$ cat config.mk
export PLATFORM = sky130hd
export DESIGN_NAME = riscv_dmem_resp_flat
export DESIGN_NICKNAME = d
export VERILOG_FILES = /design/src/rtl/biu_constants_pkg.sv /design/src/rtl/riscv_dmem_resp_pkg.sv /design/src/rtl/riscv_dmem_resp_if.sv /design/src/rtl/riscv_dmem_resp_pipe.sv /design/src/rtl/riscv_dmem_resp.sv /design/src/flat_wrapper.sv
export SDC_FILE = /design/constraint.sdc
export NUM_CORES = 1
export LEC_CHECK = 0
export BUFFER_PORTS_ARGS = -buffer_cell sky130_fd_sc_hd__buf_2
export CAP_MARGIN = 20
export CORE_ASPECT_RATIO = 1.5
export CORE_MARGIN = 5
export CORE_UTILIZATION = 30
export DETAILED_ROUTE_END_ITERATION = 6
export PLACE_DENSITY = 0.63
export REMOVE_ABC_BUFFERS = 1
export SYNTH_ARGS = -nofsm -noshare
export SYNTH_HDL_FRONTEND = slang
export SYNTH_HIERARCHICAL = 1
export SYNTH_SLANG_ARGS = --single-unit
$ cat constraint.sdc
create_clock -name clk_i -period 1.33 [get_ports clk_i]
set_clock_uncertainty 0.2 [all_clocks]
set_input_delay 0.0665 -clock clk_i [delete_from_list [all_inputs] [get_ports clk_i]]
set_output_delay 0.0665 -clock clk_i [all_outputs]
set_load 0.01 [all_outputs]
$ cat src/rtl/biu_constants_pkg.sv
// Shared bus-interface constants: transfer size encoding used by the core buses.
package biu_constants_pkg;

    typedef enum logic [2:0] {
        BYTE  = 3'b000,
        HWORD = 3'b001,
        WORD  = 3'b010,
        DWORD = 3'b011,
        QWORD = 3'b100
    } biu_size_t;

endpackage

$ cat src/rtl/riscv_dmem_resp_pkg.sv
// Types and helpers for the data-memory responder: completion class,
// byte-enable generation, write-lane replication and byte parity.
package riscv_dmem_resp_pkg;
    import biu_constants_pkg::*;

    localparam int unsigned BE_W = 4;

    typedef enum logic [1:0] {
        RESP_OK,
        RESP_ERR,
        RESP_MISALIGNED
    } resp_class_t;

    // Byte enables of an aligned store; illegal sizes never reach the SRAM.
    function automatic logic [BE_W-1:0] be_gen(biu_size_t size, logic [1:0] adr);
        logic [BE_W-1:0] be;
        case (size)
            BYTE:    be = 4'b0001 << adr;
            HWORD:   be = 4'b0011 << adr;
            WORD:    be = 4'b1111;
            default: be = 4'b0000;
        endcase
        return be;
    endfunction

    // Right-justified store data replicated across the word so that whichever
    // lane the byte enables select carries the payload.
    function automatic logic [31:0] lane_shift(logic [31:0] data, biu_size_t size);
        logic [31:0] d;
        case (size)
            BYTE:    d = {4{data[7:0]}};
            HWORD:   d = {2{data[15:0]}};
            default: d = data;
        endcase
        return d;
    endfunction

    // Even parity per byte: the parity bit makes the 9-bit group's popcount even.
    function automatic logic [BE_W-1:0] even_par(logic [31:0] data);
        logic [BE_W-1:0] p;
        for (int b = 0; b < BE_W; b++) p[b] = ^data[8*b +: 8];
        return p;
    endfunction

endpackage

$ cat src/rtl/riscv_dmem_resp_if.sv
// Core data-memory bus. The core is the master, riscv_dmem_resp the slave.
interface riscv_dmem_resp_if #(
    parameter int XLEN = 32
);
    import biu_constants_pkg::*;

    logic            req;
    logic [XLEN-1:0] adr;
    logic [XLEN-1:0] d;
    logic            we;
    biu_size_t       size;
    logic            ack;
    logic [XLEN-1:0] q;
    logic            err;
    logic            misaligned;
    logic            page_fault;

    modport master (
        output req, adr, d, we, size,
        input  ack, q, err, misaligned, page_fault
    );

    modport slave (
        input  req, adr, d, we, size,
        output ack, q, err, misaligned, page_fault
    );

endinterface

$ cat src/rtl/riscv_dmem_resp_pipe.sv
// In-order completion pipeline: carries valid, class and we of every accepted
// request for DEPTH cycles so completions emerge at a fixed latency.
module riscv_dmem_resp_pipe
    import riscv_dmem_resp_pkg::*;
#(
    parameter int DEPTH = 2
) (
    input  logic        clk_i,
    input  logic        rst_i,
    input  logic        i_vld,
    input  resp_class_t i_cls,
    input  logic        i_we,
    output logic        o_vld,
    output resp_class_t o_cls,
    output logic        o_we,
    output logic        o_busy
);

    logic [DEPTH:1] r_vld_pipe;
    resp_class_t    r_cls_pipe [DEPTH:1];
    logic [DEPTH:1] r_we_pipe;

    // Shift one stage per cycle; reset drops everything in flight.
    always_ff @(posedge clk_i) begin
        if (rst_i) begin
            r_vld_pipe <= '0;
            r_we_pipe  <= '0;
            for (int s = 1; s <= DEPTH; s++) r_cls_pipe[s] <= RESP_OK;
        end else begin
            r_vld_pipe[1] <= i_vld;
            r_cls_pipe[1] <= i_cls;
            r_we_pipe[1]  <= i_we;
            for (int s = 2; s <= DEPTH; s++) begin
                r_vld_pipe[s] <= r_vld_pipe[s-1];
                r_cls_pipe[s] <= r_cls_pipe[s-1];
                r_we_pipe[s]  <= r_we_pipe[s-1];
            end
        end
    end

    assign o_vld  = r_vld_pipe[DEPTH];
    assign o_cls  = r_cls_pipe[DEPTH];
    assign o_we   = r_we_pipe[DEPTH];
    assign o_busy = |r_vld_pipe;

endmodule

$ cat src/rtl/riscv_dmem_resp.sv
// Data-memory responder between the core dmem bus and a single-port
// synchronous SRAM. Classifies each request (misaligned / out of range / ok),
// issues a registered SRAM command for legal ones and completes every request
// exactly 1+RD_LATENCY cycles after it was presented, in order.
// Optional: define RISCV_DMEM_RESP_PARITY_EN for per-byte even parity on the
// SRAM side; a parity mismatch on a load turns the ack into an error.
module riscv_dmem_resp
    import biu_constants_pkg::*;
    import riscv_dmem_resp_pkg::*;
#(
    parameter int              XLEN       = 32,
    parameter logic [XLEN-1:0] MEM_BASE   = 'h0,
    parameter int unsigned     MEM_SIZE   = 'h10000,
    parameter int              RD_LATENCY = 1
) (
    input  logic                            clk_i,
    input  logic                            rst_i,
    riscv_dmem_resp_if.slave                dmem,
    output logic                            sram_ce_o,
    output logic                            sram_we_o,
    output logic [XLEN/8-1:0]               sram_be_o,
    output logic [$clog2(MEM_SIZE)-3:0]     sram_addr_o,
    output logic [XLEN-1:0]                 sram_d_o,
    input  logic [XLEN-1:0]                 sram_q_i,
    output logic [XLEN/8-1:0]               sram_par_o,
    input  logic [XLEN/8-1:0]               sram_par_i,
    output logic                            busy_o
);

    localparam int AW = $clog2(MEM_SIZE) - 2;

    logic [XLEN-1:0]   w_off;
    logic              w_mis;
    logic              w_oor;
    resp_class_t       w_cls;
    logic              w_legal;
    logic [XLEN/8-1:0] w_be;
    logic [XLEN-1:0]   w_wdata;
    logic [XLEN/8-1:0] w_par;

    logic              w_cvld;
    resp_class_t       w_ccls;
    logic              w_cwe;
    logic              w_par_err;

    logic              r_ce;
    logic              r_we;
    logic [XLEN/8-1:0] r_be;
    logic [AW-1:0]     r_addr;
    logic [XLEN-1:0]   r_d;
    logic [XLEN/8-1:0] r_par;

    // Offset wraps for addresses below MEM_BASE, so a single unsigned compare
    // covers both sides of the window.
    assign w_off = dmem.adr - MEM_BASE;
    assign w_oor = w_off >= XLEN'(MEM_SIZE);

    // Alignment check; DWORD can never be naturally aligned on a 32-bit bus.
    always_comb begin
        w_mis = 1'b1;
        case (dmem.size)
            BYTE:    w_mis = 1'b0;
            HWORD:   w_mis = dmem.adr[0];
            WORD:    w_mis = |dmem.adr[1:0];
            default: w_mis = 1'b1;
        endcase
    end

    // Misalignment wins over a range error.
    always_comb begin
        w_cls = RESP_OK;
        if (w_mis)      w_cls = RESP_MISALIGNED;
        else if (w_oor) w_cls = RESP_ERR;
    end

    assign w_legal = dmem.req && (w_cls == RESP_OK);
    assign w_be    = dmem.we ? be_gen(dmem.size, dmem.adr[1:0]) : '1;
    assign w_wdata = lane_shift(dmem.d, dmem.size);

`ifdef RISCV_DMEM_RESP_PARITY_EN
    assign w_par = even_par(w_wdata);
`else
    assign w_par = '0;
`endif

    // Registered SRAM command; idle cycles and illegal requests leave it all zero.
    always_ff @(posedge clk_i) begin
        if (rst_i) begin
            r_ce   <= 1'b0;
            r_we   <= 1'b0;
            r_be   <= '0;
            r_addr <= '0;
            r_d    <= '0;
            r_par  <= '0;
        end else begin
            r_ce   <= w_legal;
            r_we   <= w_legal && dmem.we;
            r_be   <= w_legal ? w_be : '0;
            r_addr <= w_legal ? w_off[AW+1:2] : '0;
            r_d    <= w_legal ? w_wdata : '0;
            r_par  <= (w_legal && dmem.we) ? w_par : '0;
        end
    end

    assign sram_ce_o   = r_ce;
    assign sram_we_o   = r_we;
    assign sram_be_o   = r_be;
    assign sram_addr_o = r_addr;
    assign sram_d_o    = r_d;
    assign sram_par_o  = r_par;

    // One stage for the command register plus the SRAM read latency.
    riscv_dmem_resp_pipe #(
        .DEPTH (1 + RD_LATENCY)
    ) u_pipe (
        .clk_i  (clk_i),
        .rst_i  (rst_i),
        .i_vld  (dmem.req),
        .i_cls  (w_cls),
        .i_we   (dmem.we),
        .o_vld  (w_cvld),
        .o_cls  (w_ccls),
        .o_we   (w_cwe),
        .o_busy (busy_o)
    );

`ifdef RISCV_DMEM_RESP_PARITY_EN
    assign w_par_err = w_cvld && (w_ccls == RESP_OK) && !w_cwe &&
                       (even_par(sram_q_i) != sram_par_i);
`else
    logic w_unused_par;
    assign w_unused_par = ^sram_par_i;
    assign w_par_err    = 1'b0;
`endif

    assign dmem.ack        = w_cvld && (w_ccls == RESP_OK) && !w_par_err;
    assign dmem.err        = w_cvld && ((w_ccls == RESP_ERR) || w_par_err);
    assign dmem.misaligned = w_cvld && (w_ccls == RESP_MISALIGNED);
    assign dmem.page_fault = 1'b0;
    assign dmem.q          = (dmem.ack && !w_cwe) ? sram_q_i : '0;

endmodule

$ cat src/flat_wrapper.sv
// flat-port wrapper written by rule: the top's interface ports become plain ports
module riscv_dmem_resp_flat import biu_constants_pkg::*; import riscv_dmem_resp_pkg::*;
#(
    parameter int              XLEN       = 32,
    parameter logic [XLEN-1:0] MEM_BASE   = 'h0,
    parameter int unsigned     MEM_SIZE   = 'h10000,
    parameter int              RD_LATENCY = 1
)
  (clk_i, rst_i, sram_ce_o, sram_we_o, sram_be_o, sram_addr_o, sram_d_o, sram_q_i, sram_par_o, sram_par_i, busy_o, dmem_req, dmem_adr, dmem_d, dmem_we, dmem_size, dmem_ack, dmem_q, dmem_err, dmem_misaligned, dmem_page_fault);
  riscv_dmem_resp_if #(.XLEN(XLEN)) dmem_i ();
  input  logic clk_i;
  input  logic rst_i;
  output logic sram_ce_o;
  output logic sram_we_o;
  output logic [XLEN/8-1:0] sram_be_o;
  output logic [$clog2(MEM_SIZE)-3:0] sram_addr_o;
  output logic [XLEN-1:0] sram_d_o;
  input  logic [XLEN-1:0] sram_q_i;
  output logic [XLEN/8-1:0] sram_par_o;
  input  logic [XLEN/8-1:0] sram_par_i;
  output logic busy_o;
  input wire logic [$bits(dmem_i.req)-1:0] dmem_req;
  input wire logic [$bits(dmem_i.adr)-1:0] dmem_adr;
  input wire logic [$bits(dmem_i.d)-1:0] dmem_d;
  input wire logic [$bits(dmem_i.we)-1:0] dmem_we;
  input wire logic [$bits(dmem_i.size)-1:0] dmem_size;
  output wire logic [$bits(dmem_i.ack)-1:0] dmem_ack;
  output wire logic [$bits(dmem_i.q)-1:0] dmem_q;
  output wire logic [$bits(dmem_i.err)-1:0] dmem_err;
  output wire logic [$bits(dmem_i.misaligned)-1:0] dmem_misaligned;
  output wire logic [$bits(dmem_i.page_fault)-1:0] dmem_page_fault;
  assign dmem_i.req = dmem_req;
  assign dmem_i.adr = dmem_adr;
  assign dmem_i.d = dmem_d;
  assign dmem_i.we = dmem_we;
  assign dmem_i.size = dmem_size;
  assign dmem_ack = dmem_i.ack;
  assign dmem_q = dmem_i.q;
  assign dmem_err = dmem_i.err;
  assign dmem_misaligned = dmem_i.misaligned;
  assign dmem_page_fault = dmem_i.page_fault;
  riscv_dmem_resp #(.XLEN(XLEN), .MEM_BASE(MEM_BASE), .MEM_SIZE(MEM_SIZE), .RD_LATENCY(RD_LATENCY)) u_core (.clk_i(clk_i), .rst_i(rst_i), .dmem(dmem_i), .sram_ce_o(sram_ce_o), .sram_we_o(sram_we_o), .sram_be_o(sram_be_o), .sram_addr_o(sram_addr_o), .sram_d_o(sram_d_o), .sram_q_i(sram_q_i), .sram_par_o(sram_par_o), .sram_par_i(sram_par_i), .busy_o(busy_o));
endmodule
# After elaboration in Yosys (flattened, before gate mapping)
# Memories as Yosys holds them, arrays and structs flattened.
# Index checks and enable logic that the tools add are counted.
# word_totals
ram_bits,4
n_memories,1
ff_bits,56
wordCells,43
output_inout_bits,93
# memory_table
memory,words,width,rd,rd_clocked_by_memory_dff,write_ports,line,source
u_core.u_pipe.r_cls_pipe,2,2,2,0,2,riscv_dmem_resp_pipe.sv:20,resp_class_t r_cls_pipe [DEPTH:1];
# classes
eq_ne,4
mux,12
n_reduce_logical,13
bitwise,3
n_lt_le_gt_ge,1
shifts,2
# op_table
op,count
$pmux 32 s2,1
$ge 32x17->1 const B,1
$mux 32,1
$pmux 4 s3,1
$logic_and 1x1->1,6
$mux 2,3
$reduce_or 2->1,3
$logic_not 2->1,2
$mux 1,4
$mux 4,1
$shl 1x2->4 const A,1
$shl 2x2->4 const A,1
$eq 3x1->1 const B,1
$eq 3x2->1 const B,1
$logic_not 3->1,1
$pmux 1 s3,1
$eq 2x1->1 const B,1
$eq 2x2->1 const B,1
$or 1x1->1,2
$logic_not 1->1,1
$not 1->1,1

# Longest topological paths before layout
# Gate-level depths: netlist of the first run.
# depth
depth_word,7
depth_mapped,5

# Cells and area by module
# Netlist of the first run, hierarchy kept.
# modules_own_cells
module,cells_per_inst,area_each_um2,n_inst
riscv_dmem_resp,242,2356.0,1
riscv_dmem_resp_pipe,17,216.5,1

# Worst setup path after synthesis of the first run
# OpenSTA, ideal clock, no wires.
# synth_path
kind,flip-flop to output port
startpoint,register u_core/u_pipe/r_vld_pipe[2] in the netlist's numbering
endpoint,output dmem_q[10]
n_path_buf,1
setup_slack_ns,-0.297
arrival_time_ns,1.361
t_required_ns,1.063
path_stages_with_launch,5
path_cell_list,dfxtp_1 -> nor3b_1 -> nor2b_1 -> clkbuf_1 -> and2_1
# synth_between
elab_chain_cells,3
# synth_rtl
item,line,source
"start, declared",riscv_dmem_resp_pipe.sv:19,logic [DEPTH:1] r_vld_pipe;
"start signal, assigned by index",riscv_dmem_resp_pipe.sv:34,r_vld_pipe[s] <= r_vld_pipe[s-1];
$logic_and 1x1->1,riscv_dmem_resp.sv:136,assign dmem.ack = w_cvld && (w_ccls == RESP_OK) && !w_par_err;
net dmem_ack,flat_wrapper.sv:27,output wire logic [$bits(dmem_i.ack)-1:0] dmem_ack;
$logic_and 1x1->1,riscv_dmem_resp.sv:140,assign dmem.q = (dmem.ack && !w_cwe) ? sram_q_i : '0;
$mux 32,riscv_dmem_resp.sv:140,
"end, declared",flat_wrapper.sv:28,output wire logic [$bits(dmem_i.q)-1:0] dmem_q;
# The timed path passes the listed nets, and every way through them passes these cells.

==> flow_metrics.py, run 1 <==
metrics = {
    "cells_and_area": {
        "final_common_cell": "buf_2",
        "final_net_count": 639,
        "diodes": 0,
        "instances_no_fill": 643,
        "drive_gt1_share_pct": 50.0,
        "stdcell_area_sq_mm": 0.00480,
        "final_util_pct": 57.0,
        "area_delta_synth_final_pct": 86.5,
        "final_cell_mix": "buf_2 (188), dfxtp_1 (57), dlygate4sd3_1 (52)",
    },
    "place": {
        "port_buffers": 190,
        "gp_congestion": 0.840,
        "dp_cells": 575,
        "placed_cell_area_sq_mm": 0.00389,
        "dp_hpwl_microns": 6680,
        "place_ws_ps": -254,
    },
    "routing": {
        "routed_wirelength_microns": 9030,
        "drt_pre_antenna_iters": 4,
        "vias": 2821,
        "drtAntennaViolNets": 0,
        "post_drt_via_cell_ratio": 4.39,
        "drc": 0,
        "wire_per_inst_microns": 14.0,
        "drt_iter0_markers": 72,
    },
    "setup_path": {
        "reg2reg_to": "u_core/u_pipe/r_vld_pipe[2]",
        "critPathKind": "register to primary output",
        "crit_required_ps": 1060,
        "r2r_slack_ps": 610,
        "crit_arrival_ps": 1440,
        "reg2reg_depth": 1,
        "crit_path_max_fanout": 27,
        "timing.rr.start": "u_core/u_pipe/r_vld_pipe[1]",
        "critPathLaunchType": "register",
        "end_kind": "primary output",
    },
    "timing": {
        "hold_viol": 2,
        "fin_crit_sh_pct": 128,
        "rsz0062_at_grt": "yes",
        "fmax_mhz": 587,
        "timing.hold.ws_ps": -104,
        "finalSetupTns_ps": -12030,
        "fin_crit_ps": 1700,
        "postLayoutSetupSlackWorst_ps": -375,
        "setup_viol": 36,
        "slew_violations": 0,
    },
    "logic_synthesis": {
        "synth_area_per_cell_sq_um": 9.93,
        "yosysWarnings": 6,
        "synth.area.top_cells": "dfxtp_1 (47%), mux2i_1 (9.3%), and2_1 (7.8%)",
        "syn_inst": 259,
        "postSynth.asyncResetShare_pct": 0,
        "synth_area_sq_mm": 0.00257,
        "ys.flop_type": "dfxtp_1",
        "yosysTopAreaCellShare_pct": 46.7,
        "synthDistinctLibCells": 29,
        "yosysTopAreaCell": "dfxtp_1",
        "synth_seq_cells": 60,
        "synth_edf_count": 0,
        "seq_area_frac_synth_pct": 46.7,
    },
    "clocking": {
        "root_buffer": "clkbuf_16",
        "cts_sinks": 60,
        "cts_made_buffers": 9,
        "cts_tree": "yes",
        "cts.path.max_buffers": 2,
        "clk_pin_slew_worst_paths_ps": 50,
        "htreeDepth": 3,
        "insertion_delay_ps": 320,
    },
    "run": {
        "max_cap_viol_count": 0,
    },
    "hold_path": {
        "min_path_cells": 3,
        "whs_endpoint": "u_core/sram_be_o[1]",
        "hp-class": "input pin to register",
        "hp-start": "dmem_size[2]",
    },
    "die": {
        "die_h_microns": 123,
        "ios": 200,
        "fp.coreArea_sq_mm": 0.00841,
        "die_x_microns": 85.6,
        "row_count": 41,
        "die_area_sq_mm": 0.0106,
        "start_util_pct": 30.6,
    },
    "grt": {
        "grt_max_degree": 28,
        "globalRouteMet1Util_pct": 15.4,
        "use_met2_pct": 32.3,
        "grt_usage_pct": 16.6,
        "first_global_vias": 2901,
        "antenna_found_initial": 0,
        "top_usage_layer": "met2",
        "grt_overflow": 0,
        "grt_first_pass_wirelength_microns": 13600,
        "use_met3_pct": 5.67,
    },
    "pwr": {
        "cellPowerDensity_mw_per_mm2": 967,
        "design_power_total_mw": 4.64,
        "leakagePower_nw": 2.41,
        "peakVddDrop_uv": 627,
    },
    "status": {
        "status": "finished with violations",
        "violations": "negative hold slack, negative setup slack",
    },
}
-- cell families after synthesis --
logic type | Yosys count | share of synthesized area (%)
AND/OR/NAND/NOR | 114 | 26.0
flip-flops | 60 | 46.7
buffers and inverters | 45 | 8.17
multiplexers | 24 | 9.34
AO/OA/AOI/OAI | 15 | 9.63
other | 1 | 0.146
-- flip-flops by register name (all words and copies together) (netlist names) --
register                  flops
u_core/sram_we_o              1
u_core/u_pipe/r_vld_pipe      2
u_core/u_pipe/r_we_pipe       2
u_core/sram_addr_o           14
u_core/sram_d_o              32
u_core/u_pipe/r_cls_pipe      4
u_core/sram_ce_o              1
u_core/sram_be_o              4
-- critical path, cell delays in order, from the launching register on --
cell	delay, ps
dfxtp_2	330
nor3b_4	190
nor2b_4	200
buf_12	150
and2_1	120
buf_2	120
-- worst max-delay path by stage --
stage / depth (start not counted) / startpoint / end / slack (ps)
5_1_grt: 5 / u_core/u_pipe/r_cls_pipe[2][0] / dmem_q[9] / -490
4_1_cts: 5 / u_core/u_pipe/r_cls_pipe[2][1] / dmem_q[15] / -410
6_report: 5 / u_core/u_pipe/r_cls_pipe[2][0] / dmem_q[15] / -370
2_1_floorplan: 3 / dmem_adr[1] / u_core/sram_d_o[24] / -1110
3_3_place_gp: 6 / dmem_adr[29] / u_core/sram_be_o[1] / -170
3_5_place_dp: 6 / dmem_adr[27] / u_core/sram_d_o[24] / -250
-- timing repair --
item                       in CTS  in global routing
gates cloned                    0                  0
setup endpoints to repair      36                 59
buffers inserted                0                  1
hold endpoints to repair       58                  2
resized for setup              12                 12
hold buffers                   52                  2
pin swaps                       1                  3
-- power breakdown --
| part | internal (mW) | switching [mW] | total [mW] |
|---|---|---|---|
| logic | 0.374 | 0.268 | 0.642 |
| clock network | 1.45 | 0.731 | 2.18 |
| registers | 1.81 | 0.00604 | 1.82 |
-- cell usage after synthesis (4+ instances only) --
cell type   n
buf_4       9
a211oi_2    4
dfxtp_1    60
nor3_1     39
nor2b_1    10
and2_1     32
a2111oi_4   6
clkbuf_1    7
inv_1      23
nor4_1      4
mux2i_1    24
buf_2       6
nor2_1     12
-- layout make-up --
cell class	instances	area, sq um
fillers	738	3620
repair buffers	280	1850
multi-input cells	158	1230
flip-flops and latches	60	1200
clock buffers	14	284
well taps	107	134
inverters	23	86.3
clock inverters	1	5.00
-- metal layers --
metal	part of all wire (%)	wire, microns
met2	53	4790
met5	0	0
met1	34	3040
met4	1.9	176
met3	11	1030
(Power assumes the default switching activity.)
==> run 2, diff against run 1 <==
--- a/config.mk
+++ b/config.mk
@@ -11,7 +11,7 @@
 export CORE_MARGIN = 5
 export CORE_UTILIZATION = 30
 export DETAILED_ROUTE_END_ITERATION = 6
-export PLACE_DENSITY = 0.63
+export PLACE_DENSITY_LB_ADDON = 0.1
 export REMOVE_ABC_BUFFERS = 1
 export SYNTH_ARGS = -nofsm -noshare
 export SYNTH_HDL_FRONTEND = slang
==> run 2 against run 1 <==
Effect of this change:
- the run still ends with negative hold slack, negative setup slack left
- via count fell by 1.6%
- sequential cell count did not move
- combinational power fell by 5.0%
- setup slack got worse by 72 ps
- count of clock-buffer cells in the layout fell by 2
- critical endpoint is now dmem_q[19]
- largest cell class unchanged
- highest routed layer unchanged
==> flow_metrics.py, run 2 (synthesized netlist as in run 1, its figures left out) <==
metrics = {
    "status": {
        "status": "finished with violations",
        "violations": "negative hold slack, negative setup slack",
    },
    "pwr": {
        "p_int_mw": 3.76,
        "clkPwrFrac_pct": 49.6,
        "design_power_total_mw": 4.81,
        "p_comb_share_pct": 12.7,
        "p_seq_share_pct": 37.8,
        "p_sw_share_pct": 21.9,
        "peakVddDrop_uv": 635,
        "leakagePower_nw": 2.39,
        "cellPowerDensity_mw_per_mm2": 1010,
        "net-switching-power_mw": 1.05,
    },
    "timing": {
        "fin_crit_ps": 1780,
        "timing.hold.ws_ps": -99.7,
        "fin_crit_sh_pct": 134,
        "postLayoutSetupSlackWorst_ps": -447,
        "rsz0062_at_grt": "yes",
        "fmax_mhz": 563,
        "hold_viol": 2,
        "slew_violations": 0,
        "setup_viol": 33,
    },
    "die": {
        "die_h_microns": 123,
        "ios": 200,
        "die_x_microns": 85.6,
        "die_area_sq_mm": 0.0106,
        "row_count": 41,
        "start_util_pct": 30.6,
        "fp.coreArea_sq_mm": 0.00841,
    },
    "setup_path": {
        "critPathLaunchType": "register",
        "crit_required_ps": 1060,
        "crit_path_max_fanout": 16,
        "critPathKind": "register to primary output",
        "crit_arrival_ps": 1510,
        "end_kind": "primary output",
    },
    "routing": {
        "wire_per_inst_microns": 13.6,
        "drt_iter0_markers": 77,
        "drtAntennaViolNets": 0,
        "routed_wirelength_microns": 8710,
        "drt_pre_antenna_iters": 3,
        "vias": 2775,
        "post_drt_via_cell_ratio": 4.32,
        "drc": 0,
    },
    "grt": {
        "grt_overflow": 0,
        "grt_usage_pct": 16.9,
        "grt_max_degree": 27,
        "grt_first_pass_wirelength_microns": 13800,
        "first_global_vias": 2932,
        "antenna_found_initial": 0,
    },
    "run": {
        "max_cap_viol_count": 0,
    },
    "clocking": {
        "insertion_delay_ps": 330,
        "clk_pin_slew_worst_paths_ps": 50,
        "root_buffer": "clkbuf_16",
        "cts.path.max_buffers": 2,
        "htreeDepth": 3,
        "postCtsHoldBufs": 51,
        "cts_tree": "yes",
        "cts_made_buffers": 9,
        "cts_sinks": 60,
    },
    "place": {
        "port_buffers": 190,
        "dp_hpwl_microns": 6410,
        "gp_congestion": 0.785,
    },
    "cells_and_area": {
        "diodes": 0,
        "area_delta_synth_final_pct": 84.7,
        "final_cell_mix": "buf_2 (189), dfxtp_1 (57), dlygate4sd3_1 (50)",
        "drive_gt1_share_pct": 49.7,
        "largest_register_ffs": 32,
        "final_common_cell": "buf_2",
        "final_net_count": 638,
    },
    "hold_path": {
        "hp-class": "input pin to register",
    },
}
run 2: path summary, 6_finish.rpt:
check	start	end	slack [ps]	cells after the start
max	u_core/u_pipe/r_cls_pipe[2][0]	dmem_q[19]	-450	5
min reg2reg	u_core/u_pipe/r_cls_pipe[1][0]	u_core/u_pipe/r_cls_pipe[2][0]	230	1
max reg2reg	u_core/u_pipe/r_vld_pipe[1]	u_core/u_pipe/r_vld_pipe[2]	600	1
min	dmem_size[1]	u_core/sram_be_o[1]	-100	3
run 2: cell type report:
cell class | instances | area, sq um
Fill cell | 785 | 3660
Timing Repair Buffer | 279 | 1810
Multi-Input combinational cell | 158 | 1210
Clock buffer | 12 | 267
Sequential cell | 60 | 1200
Clock inverter | 3 | 45.0
Tap cell | 107 | 134
Inverter | 23 | 86.3
run 2: power by group through the flow:
| stage | sequential [mW] | combinational (mW) | clock (mW) |
|---|---|---|---|
| floorplan | 1.85 | 0.189 | 0 |
| global placement | 1.85 | 0.481 | 0 |
| detailed placement | 1.85 | 0.487 | 0 |
| CTS | 1.82 | 0.612 | 2.46 |
| global route | 1.82 | 0.669 | 2.55 |
| finish | 1.82 | 0.610 | 2.38 |
run 2: critical path, stage by stage, from the launching register on:
cell and delay, ps:
dfxtp_2 320, nor3b_2 220, nor2b_4 220, buf_6 160
and2_1 140, buf_2 130
run 2: metrics by stage:
| stage | setup TNS (ps) | cell area [sq um] | std cells | setup slack, ps | util [%] |
|---|---|---|---|---|---|
| 3_5_place_dp | -12040 | 3890 | 575 | -208 | 46.2 |
| 5_1_grt | -16180 | 4750 | 642 | -521 | 56.5 |
| 4_1_cts | -14210 | 4740 | 642 | -454 | 56.4 |
| 6_report | -13840 | 4750 | 642 | -447 | 56.5 |
| 2_1_floorplan | -67270 | 2460 | 241 | -1110 | - |
| 3_3_place_gp | -10320 | 3890 | 575 | -186 | 46.2 |
run 2: layer usage:
| metal | wire length, microns | track usage [%] | part of all wire [%] | up-vias |
|---|---|---|---|---|
| met5 | 0 | 0 | 0 | - |
| met1 | 3090 | 17.1 | 35 | 1234 |
| met2 | 4690 | 30.7 | 54 | 127 |
| li1 | - | - | - | 1404 |
| met4 | 177 | 7.62 | 2.0 | 0 |
| met3 | 764 | 6.00 | 8.8 | 10 |
run 2: what timing repair did:
action	in CTS	in global routing
pin swaps	0	1
resized for setup	8	4
buffers inserted	0	1
endpoints found under the setup margin	33	35
endpoints found under the hold margin	58	1
cloned	1	0
